$ cat config.mk
export PLATFORM = sky130hd
export DESIGN_NAME = vga_sync_gen_flat
export DESIGN_NICKNAME = d
export VERILOG_FILES = /design/src/rtl/vga_pkg.sv /design/src/rtl/vga_sync_gen_if.sv /design/src/rtl/vga_axis_counter.sv /design/src/rtl/vga_sync_gen.sv /design/src/flat_wrapper.sv
export SDC_FILE = /design/constraint.sdc
export NUM_CORES = 1
export LEC_CHECK = 0
export ABC_AREA = 0
export BUFFER_PORTS_ARGS = -buffer_cell sky130_fd_sc_hd__buf_2
export CORE_MARGIN = 10
export CORE_UTILIZATION = 30
export CTS_BUF_LIST = sky130_fd_sc_hd__clkbuf_4 sky130_fd_sc_hd__clkbuf_8 sky130_fd_sc_hd__clkbuf_16
export DETAILED_ROUTE_END_ITERATION = 16
export PLACE_DENSITY = 0.45
export SYNTH_ARGS = -nofsm -noshare
export SYNTH_HDL_FRONTEND = slang
export SYNTH_SLANG_ARGS = --single-unit
export TNS_END_PERCENT = 1
$ cat constraint.sdc
create_clock -name clk -period 2.95 [get_ports clk]
set_input_delay 0.59 -clock clk [delete_from_list [all_inputs] [get_ports clk]]
set_output_delay 0.59 -clock clk [all_outputs]
set_load 0.03 [all_outputs]
$ cat src/rtl/vga_pkg.sv
// vga_pkg: 800x600@72 timing defaults, sync-axis state encoding and period helper.
package vga_pkg;
   localparam int H_ACTIVE_DEF = 800;
   localparam int H_FP_DEF     = 56;
   localparam int H_SYNC_DEF   = 120;
   localparam int H_BP_DEF     = 64;
   localparam int V_ACTIVE_DEF = 600;
   localparam int V_FP_DEF     = 37;
   localparam int V_SYNC_DEF   = 6;
   localparam int V_BP_DEF     = 23;
   typedef enum logic [1:0] {
      AX_ACTIVE = 2'd0,
      AX_FRONT  = 2'd1,
      AX_SYNC   = 2'd2,
      AX_BACK   = 2'd3
   } axis_state_e;
   function automatic int axis_total(input int act, input int fp, input int sync, input int bp);
      return act + fp + sync + bp;
   endfunction
endpackage

$ cat src/rtl/vga_sync_gen_if.sv
// vga_sync_gen_if: pixel enable in, registered timing outputs to the colour-pattern logic.
interface vga_sync_gen_if;
   logic       en;
   logic [9:0] hcnt;
   logic [9:0] vcnt;
   logic       nblank;
   logic       hsync;
   logic       vsync;
   logic       line_start;
   logic       frame_start;
   modport master (input en, output hcnt, vcnt, nblank, hsync, vsync, line_start, frame_start);
   modport slave (output en, input hcnt, vcnt, nblank, hsync, vsync, line_start, frame_start);
endinterface

$ cat src/rtl/vga_axis_counter.sv
// vga_axis_counter: position counter plus ACTIVE/FRONT/SYNC/BACK FSM for one sync axis.
module vga_axis_counter
   import vga_pkg::*;
#(
   parameter int ACT  = 800,
   parameter int FP   = 56,
   parameter int SYNC = 120,
   parameter int BP   = 64,
   parameter int W    = 11
) (
   input  logic         clk,
   input  logic         nrst,
   input  logic         step,
   output logic [W-1:0] pos,
   output axis_state_e  state,
   output logic         wrap
);
   localparam int TOTAL = axis_total(ACT, FP, SYNC, BP);
   axis_state_e  state_q, state_d;
   logic [W-1:0] pos_q, pos_d, last_pos;
   logic         at_end;
   always_ff @(posedge clk or negedge nrst)
      if (!nrst) begin
         state_q <= AX_ACTIVE;
         pos_q   <= '0;
      end else begin
         state_q <= state_d;
         pos_q   <= pos_d;
      end
   // Each state ends at a fixed position, so the FSM just steps through the encoding.
   always_comb begin
      last_pos = state_q == AX_ACTIVE ? W'(ACT - 1) :
                 state_q == AX_FRONT  ? W'(ACT + FP - 1) :
                 state_q == AX_SYNC   ? W'(ACT + FP + SYNC - 1) : W'(TOTAL - 1);
      at_end   = step && pos_q == last_pos;
      state_d  = at_end ? axis_state_e'(state_q + 2'd1) : state_q;
      wrap     = at_end && state_q == AX_BACK;
      pos_d    = !step ? pos_q : wrap ? '0 : pos_q + W'(1);
   end
   assign pos   = pos_q;
   assign state = state_q;
endmodule

$ cat src/rtl/vga_sync_gen.sv
// vga_sync_gen: VGA timing generator; registered coordinates, blanking, syncs and line/frame pulses.
module vga_sync_gen
   import vga_pkg::*;
#(
   parameter int H_ACTIVE = H_ACTIVE_DEF,
   parameter int H_FP     = H_FP_DEF,
   parameter int H_SYNC   = H_SYNC_DEF,
   parameter int H_BP     = H_BP_DEF,
   parameter int V_ACTIVE = V_ACTIVE_DEF,
   parameter int V_FP     = V_FP_DEF,
   parameter int V_SYNC   = V_SYNC_DEF,
   parameter int V_BP     = V_BP_DEF,
   parameter bit SYNC_POL = 1'b1
) (
   input logic            clk,
   input logic            nrst,
   vga_sync_gen_if.master bus
);
   logic [10:0] h_pos;
   logic [9:0]  v_pos;
   axis_state_e h_state, v_state;
   logic        h_wrap, v_wrap_unused;
   logic [9:0]  hcnt_q, hcnt_d, vcnt_q, vcnt_d;
   logic        nblank_q, nblank_d, hsync_q, hsync_d, vsync_q, vsync_d;
   logic        line_start_q, line_start_d, frame_start_q, frame_start_d;
   vga_axis_counter #(.ACT(H_ACTIVE), .FP(H_FP), .SYNC(H_SYNC), .BP(H_BP), .W(11)) u_h (
      .clk(clk), .nrst(nrst), .step(bus.en), .pos(h_pos), .state(h_state), .wrap(h_wrap)
   );
   // The vertical axis steps once per line, on the enabled end-of-line cycle.
   vga_axis_counter #(.ACT(V_ACTIVE), .FP(V_FP), .SYNC(V_SYNC), .BP(V_BP), .W(10)) u_v (
      .clk(clk), .nrst(nrst), .step(h_wrap), .pos(v_pos), .state(v_state), .wrap(v_wrap_unused)
   );
   always_comb begin
      hcnt_d        = h_state == AX_ACTIVE ? h_pos[9:0] : '0;
      vcnt_d        = v_state == AX_ACTIVE ? v_pos : '0;
      nblank_d      = h_state == AX_ACTIVE && v_state == AX_ACTIVE;
      hsync_d       = h_state == AX_SYNC ? SYNC_POL : ~SYNC_POL;
      vsync_d       = v_state == AX_SYNC ? SYNC_POL : ~SYNC_POL;
      line_start_d  = h_pos == '0;
      frame_start_d = h_pos == '0 && v_pos == '0;
   end
   always_ff @(posedge clk or negedge nrst)
      if (!nrst) begin
         hcnt_q        <= '0;
         vcnt_q        <= '0;
         nblank_q      <= 1'b0;
         hsync_q       <= ~SYNC_POL;
         vsync_q       <= ~SYNC_POL;
         line_start_q  <= 1'b0;
         frame_start_q <= 1'b0;
      end else if (bus.en) begin
         hcnt_q        <= hcnt_d;
         vcnt_q        <= vcnt_d;
         nblank_q      <= nblank_d;
         hsync_q       <= hsync_d;
         vsync_q       <= vsync_d;
         line_start_q  <= line_start_d;
         frame_start_q <= frame_start_d;
      end
   assign bus.hcnt        = hcnt_q;
   assign bus.vcnt        = vcnt_q;
   assign bus.nblank      = nblank_q;
   assign bus.hsync       = hsync_q;
   assign bus.vsync       = vsync_q;
   assign bus.line_start  = line_start_q;
   assign bus.frame_start = frame_start_q;
endmodule

$ cat src/flat_wrapper.sv
// flat-port wrapper written by rule: the top's interface ports become plain ports
module vga_sync_gen_flat import vga_pkg::*;
#(
   parameter int H_ACTIVE = H_ACTIVE_DEF,
   parameter int H_FP     = H_FP_DEF,
   parameter int H_SYNC   = H_SYNC_DEF,
   parameter int H_BP     = H_BP_DEF,
   parameter int V_ACTIVE = V_ACTIVE_DEF,
   parameter int V_FP     = V_FP_DEF,
   parameter int V_SYNC   = V_SYNC_DEF,
   parameter int V_BP     = V_BP_DEF,
   parameter bit SYNC_POL = 1'b1
)
  (clk, nrst, bus_en, bus_hcnt, bus_vcnt, bus_nblank, bus_hsync, bus_vsync, bus_line_start, bus_frame_start);
  vga_sync_gen_if bus_i ();
  input logic clk;
  input logic nrst;
  input wire logic [$bits(bus_i.en)-1:0] bus_en;
  output wire logic [$bits(bus_i.hcnt)-1:0] bus_hcnt;
  output wire logic [$bits(bus_i.vcnt)-1:0] bus_vcnt;
  output wire logic [$bits(bus_i.nblank)-1:0] bus_nblank;
  output wire logic [$bits(bus_i.hsync)-1:0] bus_hsync;
  output wire logic [$bits(bus_i.vsync)-1:0] bus_vsync;
  output wire logic [$bits(bus_i.line_start)-1:0] bus_line_start;
  output wire logic [$bits(bus_i.frame_start)-1:0] bus_frame_start;
  assign bus_i.en = bus_en;
  assign bus_hcnt = bus_i.hcnt;
  assign bus_vcnt = bus_i.vcnt;
  assign bus_nblank = bus_i.nblank;
  assign bus_hsync = bus_i.hsync;
  assign bus_vsync = bus_i.vsync;
  assign bus_line_start = bus_i.line_start;
  assign bus_frame_start = bus_i.frame_start;
  vga_sync_gen #(.H_ACTIVE(H_ACTIVE), .H_FP(H_FP), .H_SYNC(H_SYNC), .H_BP(H_BP), .V_ACTIVE(V_ACTIVE), .V_FP(V_FP), .V_SYNC(V_SYNC), .V_BP(V_BP), .SYNC_POL(SYNC_POL)) u_core (.clk(clk), .nrst(nrst), .bus(bus_i));
endmodule
==> results of run 1 <==
-- worst max-delay path by stage --
stage                        start                   to  slack [ns]  cells past startpoint
3_5_place_dp   u_core.u_h.state[0]    u_core.u_v.pos[3]        0.43                      7
4_1_cts        u_core.u_h.state[0]    u_core.u_v.pos[7]        0.41                      8
2_1_floorplan  u_core.u_h.state[0]  u_core.u_v.state[1]        0.71                      8
3_3_place_gp   u_core.u_h.state[0]    u_core.u_v.pos[7]        0.53                      8
5_1_grt        u_core.u_h.state[0]    u_core.u_v.pos[4]        0.16                      8
6_report       u_core.u_h.state[0]    u_core.u_v.pos[7]        0.44                      8
-- layer usage --
layer  up-vias  global-route usage (%)  share of wire, %
met5         -                       0                 0
met4         0                    3.30               1.5
met3         7                    1.78               3.8
met2        30                    14.2                44
met1       905                    12.8                51
li1        975                       -                 -
-- power by group --
group	internal (mW)	total [mW]	switching [mW]
clock network	0.263	0.500	0.237
registers	0.725	0.802	0.0773
logic	0.0720	0.154	0.0815
total	1.06	1.46	0.396
-- registers in the layout, indices dropped and copies added (netlist names) --
name / count
u_core.u_v.pos: 10
u_core.bus.line_start: 1
u_core.bus.vsync: 1
u_core.bus.vcnt: 10
u_core.bus.frame_start: 1
u_core.bus.nblank: 1
u_core.bus.hcnt: 10
u_core.bus.hsync: 1
u_core.u_h.state: 2
u_core.u_h.pos: 11
u_core.u_v.state: 2
-- layout make-up --
| cell class | count | area [µm²] |
|---|---|---|
| clock buffer | 6 | 76.3 |
| sequential | 50 | 1250 |
| clock inverter | 2 | 37.5 |
| timing repair buffer | 31 | 165 |
| tap | 108 | 135 |
| inverter | 32 | 120 |
| fill | 892 | 5680 |
| multi-input combinational | 176 | 1170 |
-- placed cells by master (no fill, tap or decap), types with 3 or more instances in the layout --
cell / Yosys / routed
and2_1: 4 / 4
buf_2: 5 / 27
dfrtp_1: 50 / 50
or3_1: 4 / 4
nor2_1: 12 / 12
xor2_1: 7 / 7
o21ai_0: 25 / 25
a22oi_1: 4 / 4
inv_1: 32 / 32
nand3_1: 29 / 29
ha_1: 15 / 15
buf_4: 1 / 4
nand4_1: 7 / 7
xnor2_1: 11 / 11
clkbuf_8: 0 / 5
nand2_1: 15 / 15
o31ai_1: 3 / 3
and3_1: 5 / 5
o21ai_1: 4 / 4
nand4b_1: 3 / 3
-- stage by stage --
step | hold WS, ns | cell area, µm² | setup slack [ns]
2_1_floorplan | 0.294 | 2630 | 0.711
3_3_place_gp | 0.489 | 2840 | 0.530
3_5_place_dp | 0.500 | 2840 | 0.433
4_1_cts | 0.305 | 2960 | 0.407
5_1_grt | 0.317 | 2960 | 0.161
6_report | 0.280 | 2960 | 0.442
-- cell families after synthesis --
group | count (synthesis)
AO/OA/AOI/OAI | 45
multiplexers | 5
XOR/XNOR | 18
flip-flops | 50
adder cells (fa/ha/maj) | 15
AND/OR/NAND/NOR | 93
buffers and inverters | 50
==> impl_metrics.ini, run 1 <==
[critical_path]
worst-endpoint-required_ns = 3.17
r2r_cells = 8
crit_type = flop to flop
cp-end-kind = flop
worstReg2RegStart = u_core.u_h.state[0]
rrSetupSlack_ns = 0.44
worst-path-buf-inv = 2
path_cells = inv_1 > ha_1 > or3_1 > a211oi_2 > and3_1 > buf_4 > nand2_1 > o31ai_1
cp.arrival_ns = 2.72
start_kind = flop
critPathTopFamily = simple AND/OR/NAND/NOR gates
r2r_end = u_core.u_v.pos[7]
cp_slowest_cell = dfrtp_1
cpPeakStageDelay_ns = 0.44
cp_max_fo = 15

[pwr]
finalPower_mw = 1.46
p_per_area_mw_per_mm2 = 492
ir_worst_vdd_mv = 0.191
power_leakage_nw = 1.34

[routing]
drt_iter0_markers = 119
avgViaCountPerCell = 4.73
drc = 0
ant_nets = 0
drt-wirelength-per-cell_um = 14.6
routed_wl_mm = 5.93
vias = 1917
first_pass_iters = 4

[clock_tree]
numCtsBuffers = 5
cts_resized = 0
cts_tree = built
clock-root-buffer = clkbuf_8
clock_latency_ns = 0.30
postCtsHoldBufs = 0
clock-sinks = 50
clk_pin_slew_ns = 0.09
h-tree-depth = 2
post_cts_buffers = 0
cts_buffer_depth = 2

[cells_and_area]
final_cells = 405
antenna_cells = 0
fin_util_pct = 34.3
drive_gt1_share_pct = 14.8
area_growth_pct = 12.5
final_nets = 314

[global_route]
grt_pass1_wl_mm = 10.0
grt_pass1_vias = 1869
grt_use_total_pct = 9.32
grt_max_degree = 57
grt_antenna_before_repair = 0
grt_overflow = 0

[sta]
finClkSkew_ns = 0.00722
drv_slew = 0
final-hold-violation-count = 0
setup_viol = 0
max_clock_freq_mhz = 399
post-route-min-period_ns = 2.51
tns_ns = 0
period_share_pct = 85.0
rsz0062_at_grt = no
slew_headroom_pct = 60.5
worst_pin_slew_ns = 0.593

[synth]
synthArstFlopShare_pct = 100
synth_top_area_cell = dfrtp_1
ys_ff_latch = 50
yosys.area.top_type_share_pct = 47.6
ys.flop_type = dfrtp_1
ys_top_cells_by_count = 50 x dfrtp_1, 32 x inv_1, 29 x nand3_1
synth-xor-area-share_pct = 6.00
yosysMostFrequentCell = dfrtp_1
syn_nets = 294
yosysWarnings = 0
synth_top_family_by_area = simple AND/OR/NAND/NOR gates
synthAdderAreaFrac_pct = 7.14
synth_compound_area_share_pct = 10.1
synth_edf_count = 0
seq_area_frac_synth_pct = 47.6
syn_avg_cell_area_um2 = 9.52
yosysUniqueCellTypes = 42
netlist_area_mm2 = 0.00263
muxShareOfSynthArea_pct = 2.05
syn-instance-count = 276
ys_top_cells_by_area = dfrtp_1 48%, ha_1 7.1%, nand3_1 5.5%
synth-simple-area-share_pct = 19.3

[placed_design]
gp_congestion = 0.784
place_hpwl_mm = 4.17
place_inst = 397
io_buffers = 27

[floorplan]
core_mm2 = 0.00864
rows = 34
io_pins = 28
dieArea_mm2 = 0.0129
dieWidth_um = 114
die_h_um = 114
start_util_pct = 30.4

[hold_path]
hp-class = input pin to asynchronous set/reset pin

[job]
maxCapViolCount = 0

[outcome]
status = finished, final reports clean
(Power assumes the default switching activity.)
==> run 2, diff against run 1 <==
--- a/config.mk
+++ b/config.mk
@@ -5,7 +5,7 @@
 export SDC_FILE = /design/constraint.sdc
 export NUM_CORES = 1
 export LEC_CHECK = 0
-export ABC_AREA = 0
+export ABC_AREA = 1
 export BUFFER_PORTS_ARGS = -buffer_cell sky130_fd_sc_hd__buf_2
 export CORE_MARGIN = 10
 export CORE_UTILIZATION = 30
==> impl_metrics.ini, run 2 <==
[cells_and_area]
final_nets = 415
antenna_cells = 0
fin_util_pct = 34.9
final_cell_mix = 104 x nand2_1, 50 x dfrtp_1, 40 x inv_1, 34 x nor2_1, 27 x buf_2
fillers = 1032
largest_reg_flops = 11
drive_gt1_share_pct = 16.1
layout_commonest_cell = nand2_1
area_growth_pct = 13.1
final_cell_area_mm2 = 0.00324

[clock_tree]
clock_latency_ns = 0.31
post_cts_buffers = 0
clock-root-buffer = clkbuf_8
clk_pin_slew_ns = 0.10
postCtsHoldBufs = 0
numCtsBuffers = 5
cts_tree = built
h-tree-depth = 2
cts_resized = 0
clock-sinks = 50
cts_buffer_depth = 2

[synth]
syn_avg_cell_area_um2 = 7.82
netlist_area_mm2 = 0.00286
synth_edf_count = 0
syn-instance-count = 366
synth_top_area_cell = dfrtp_1
synthArstFlopShare_pct = 100
syn_nets = 384
ys_top_cells_by_count = 104 x nand2_1, 50 x dfrtp_1, 40 x inv_1
ys_ff_latch = 50
yosysMostFrequentCell = nand2_1
yosysUniqueCellTypes = 31
yosys.area.top_type_share_pct = 43.7
seq_area_frac_synth_pct = 43.7
ys_top_cells_by_area = dfrtp_1 44%, nand2_1 14%, ha_1 6.6%
ys.flop_type = dfrtp_1
yosysWarnings = 0

[global_route]
grt_max_degree = 29
grt_use_total_pct = 10.8
grt_pass1_vias = 2270
grt_overflow = 0
grt_pass1_wl_mm = 12.4
grt_antenna_before_repair = 0

[sta]
final-hold-violation-count = 0
tns_ns = 0
setup_viol = 0
worst_pin_slew_ns = 0.654
post-route-min-period_ns = 2.04
drv_slew = 0
finClkSkew_ns = 0.00975
slew_headroom_pct = 56.4
period_share_pct = 69.1
max_clock_freq_mhz = 491
timing.final.ws_setup_ns = 0.913
rsz0062_at_grt = no

[routing]
first_pass_iters = 4
drt_iter0_markers = 188
ant_nets = 0
vias = 2355
routed_wl_mm = 7.45
drt-wirelength-per-cell_um = 14.2
drc = 0
avgViaCountPerCell = 4.48

[critical_path]
path_cells = inv_1 > ha_1 > nor2_1 > nand2_1 > nand2_2 > nor2_8 > nand3_4 > nor3_4 > nor2_1
cp_max_fo = 8
cp_num_cells = 9
timing.critical_path.mode_cell = nor2_1
cp.arrival_ns = 2.23
r2r_cells = 9
critPathTopFamily = simple AND/OR/NAND/NOR gates
crit_type = flop to flop
cp-end-kind = flop
cpPeakStageDelay_ns = 0.44
start_kind = flop
worst-endpoint-required_ns = 3.14
cp_slowest_cell = dfrtp_1
worst-path-buf-inv = 1

[floorplan]
dieWidth_um = 118
start_util_pct = 30.8
dieArea_mm2 = 0.0138
io_pins = 28
die_h_um = 118
rows = 35
core_mm2 = 0.00928

[pwr]
ir_worst_vdd_mv = 0.217
finalPower_mw = 1.61
power_leakage_nw = 1.72
p_per_area_mw_per_mm2 = 497

[placed_design]
gp_congestion = 0.872
dp_slack_ns = 0.872
place_hpwl_mm = 5.83
placed_area_mm2 = 0.00315
io_buffers = 27

[job]
maxCapViolCount = 0

[hold_path]
hp-class = input pin to asynchronous set/reset pin

[outcome]
status = finished, final reports clean
[run 2: changes by cell type in the layout (fill, tap and decap cells not counted), sizes merged, moves of 10 or more]
cell	before	now
inv	32	50
nand2	15	109
xnor2	11	0
nand4	7	17
nor2	12	41
[run 2: final timing paths]
check,start,to,slack [ns]
max in group asynchronous,nrst,u_core.u_v.pos[4],2.00
min,nrst,u_core.u_h.pos[1],0.29
min reg2reg,u_core.bus.nblank,u_core.bus.nblank,0.48
max reg2reg,u_core.u_h.state[0],u_core.u_v.pos[2],0.91
max,u_core.u_h.state[0],u_core.u_v.pos[2],0.91
min in group clk,u_core.bus.nblank,u_core.bus.nblank,0.48
[run 2: cell families after synthesis]
logic type,Yosys count,share of synthesized area [%]
AND/OR/NAND/NOR,206,34.1
buffers and inverters,57,7.65
flip-flops,50,43.7
AO/OA/AOI/OAI,31,5.77
adder cells (fa/ha/maj),15,6.56
XOR/XNOR,7,2.14
[run 2: layer usage]
layer	vias up	global-route usage, %	part of all wire (%)
li1	1217	-	-
met1	1096	15.6	55
met2	34	15.3	40
met3	8	2.78	4.3
met4	0	2.78	1.2
met5	-	0	0
[run 2: power by group]
group | switching [mW] | total (mW) | leakage (nW) | internal [mW]
logic | 0.264 | 0.376 | 1.08 | 0.112
clock network | 0.245 | 0.408 | 0.0362 | 0.163
registers | 0.0779 | 0.823 | 0.600 | 0.745
[run 2: worst reg2reg max path: stages (launching register included)]
cell	delay, ns
dfrtp_1	0.44
inv_1	0.13
ha_1	0.35
nor2_1	0.11
nand2_1	0.09
nand2_2	0.10
nor2_8	0.19
nand3_4	0.11
nor3_4	0.30
nor2_1	0.10
[run 2: cell type report]
class                      instances  area [µm²]  share of cell area [%]
timing repair buffer              30         158                    4.87
clock buffer                       5        68.8                    2.13
multi-input combinational        259        1390                    43.0
tap                              129         161                    4.99
sequential                        50        1250                    38.7
inverter                          51         191                    5.91
clock inverter                     2        15.0                   0.464
[run 2: metrics by stage]
step	instances	hold WS, ns
6_report	526	0.294
5_1_grt	526	0.323
4_1_cts	526	0.314
3_5_place_dp	519	0.464
3_3_place_gp	519	0.460
2_1_floorplan	366	0.294
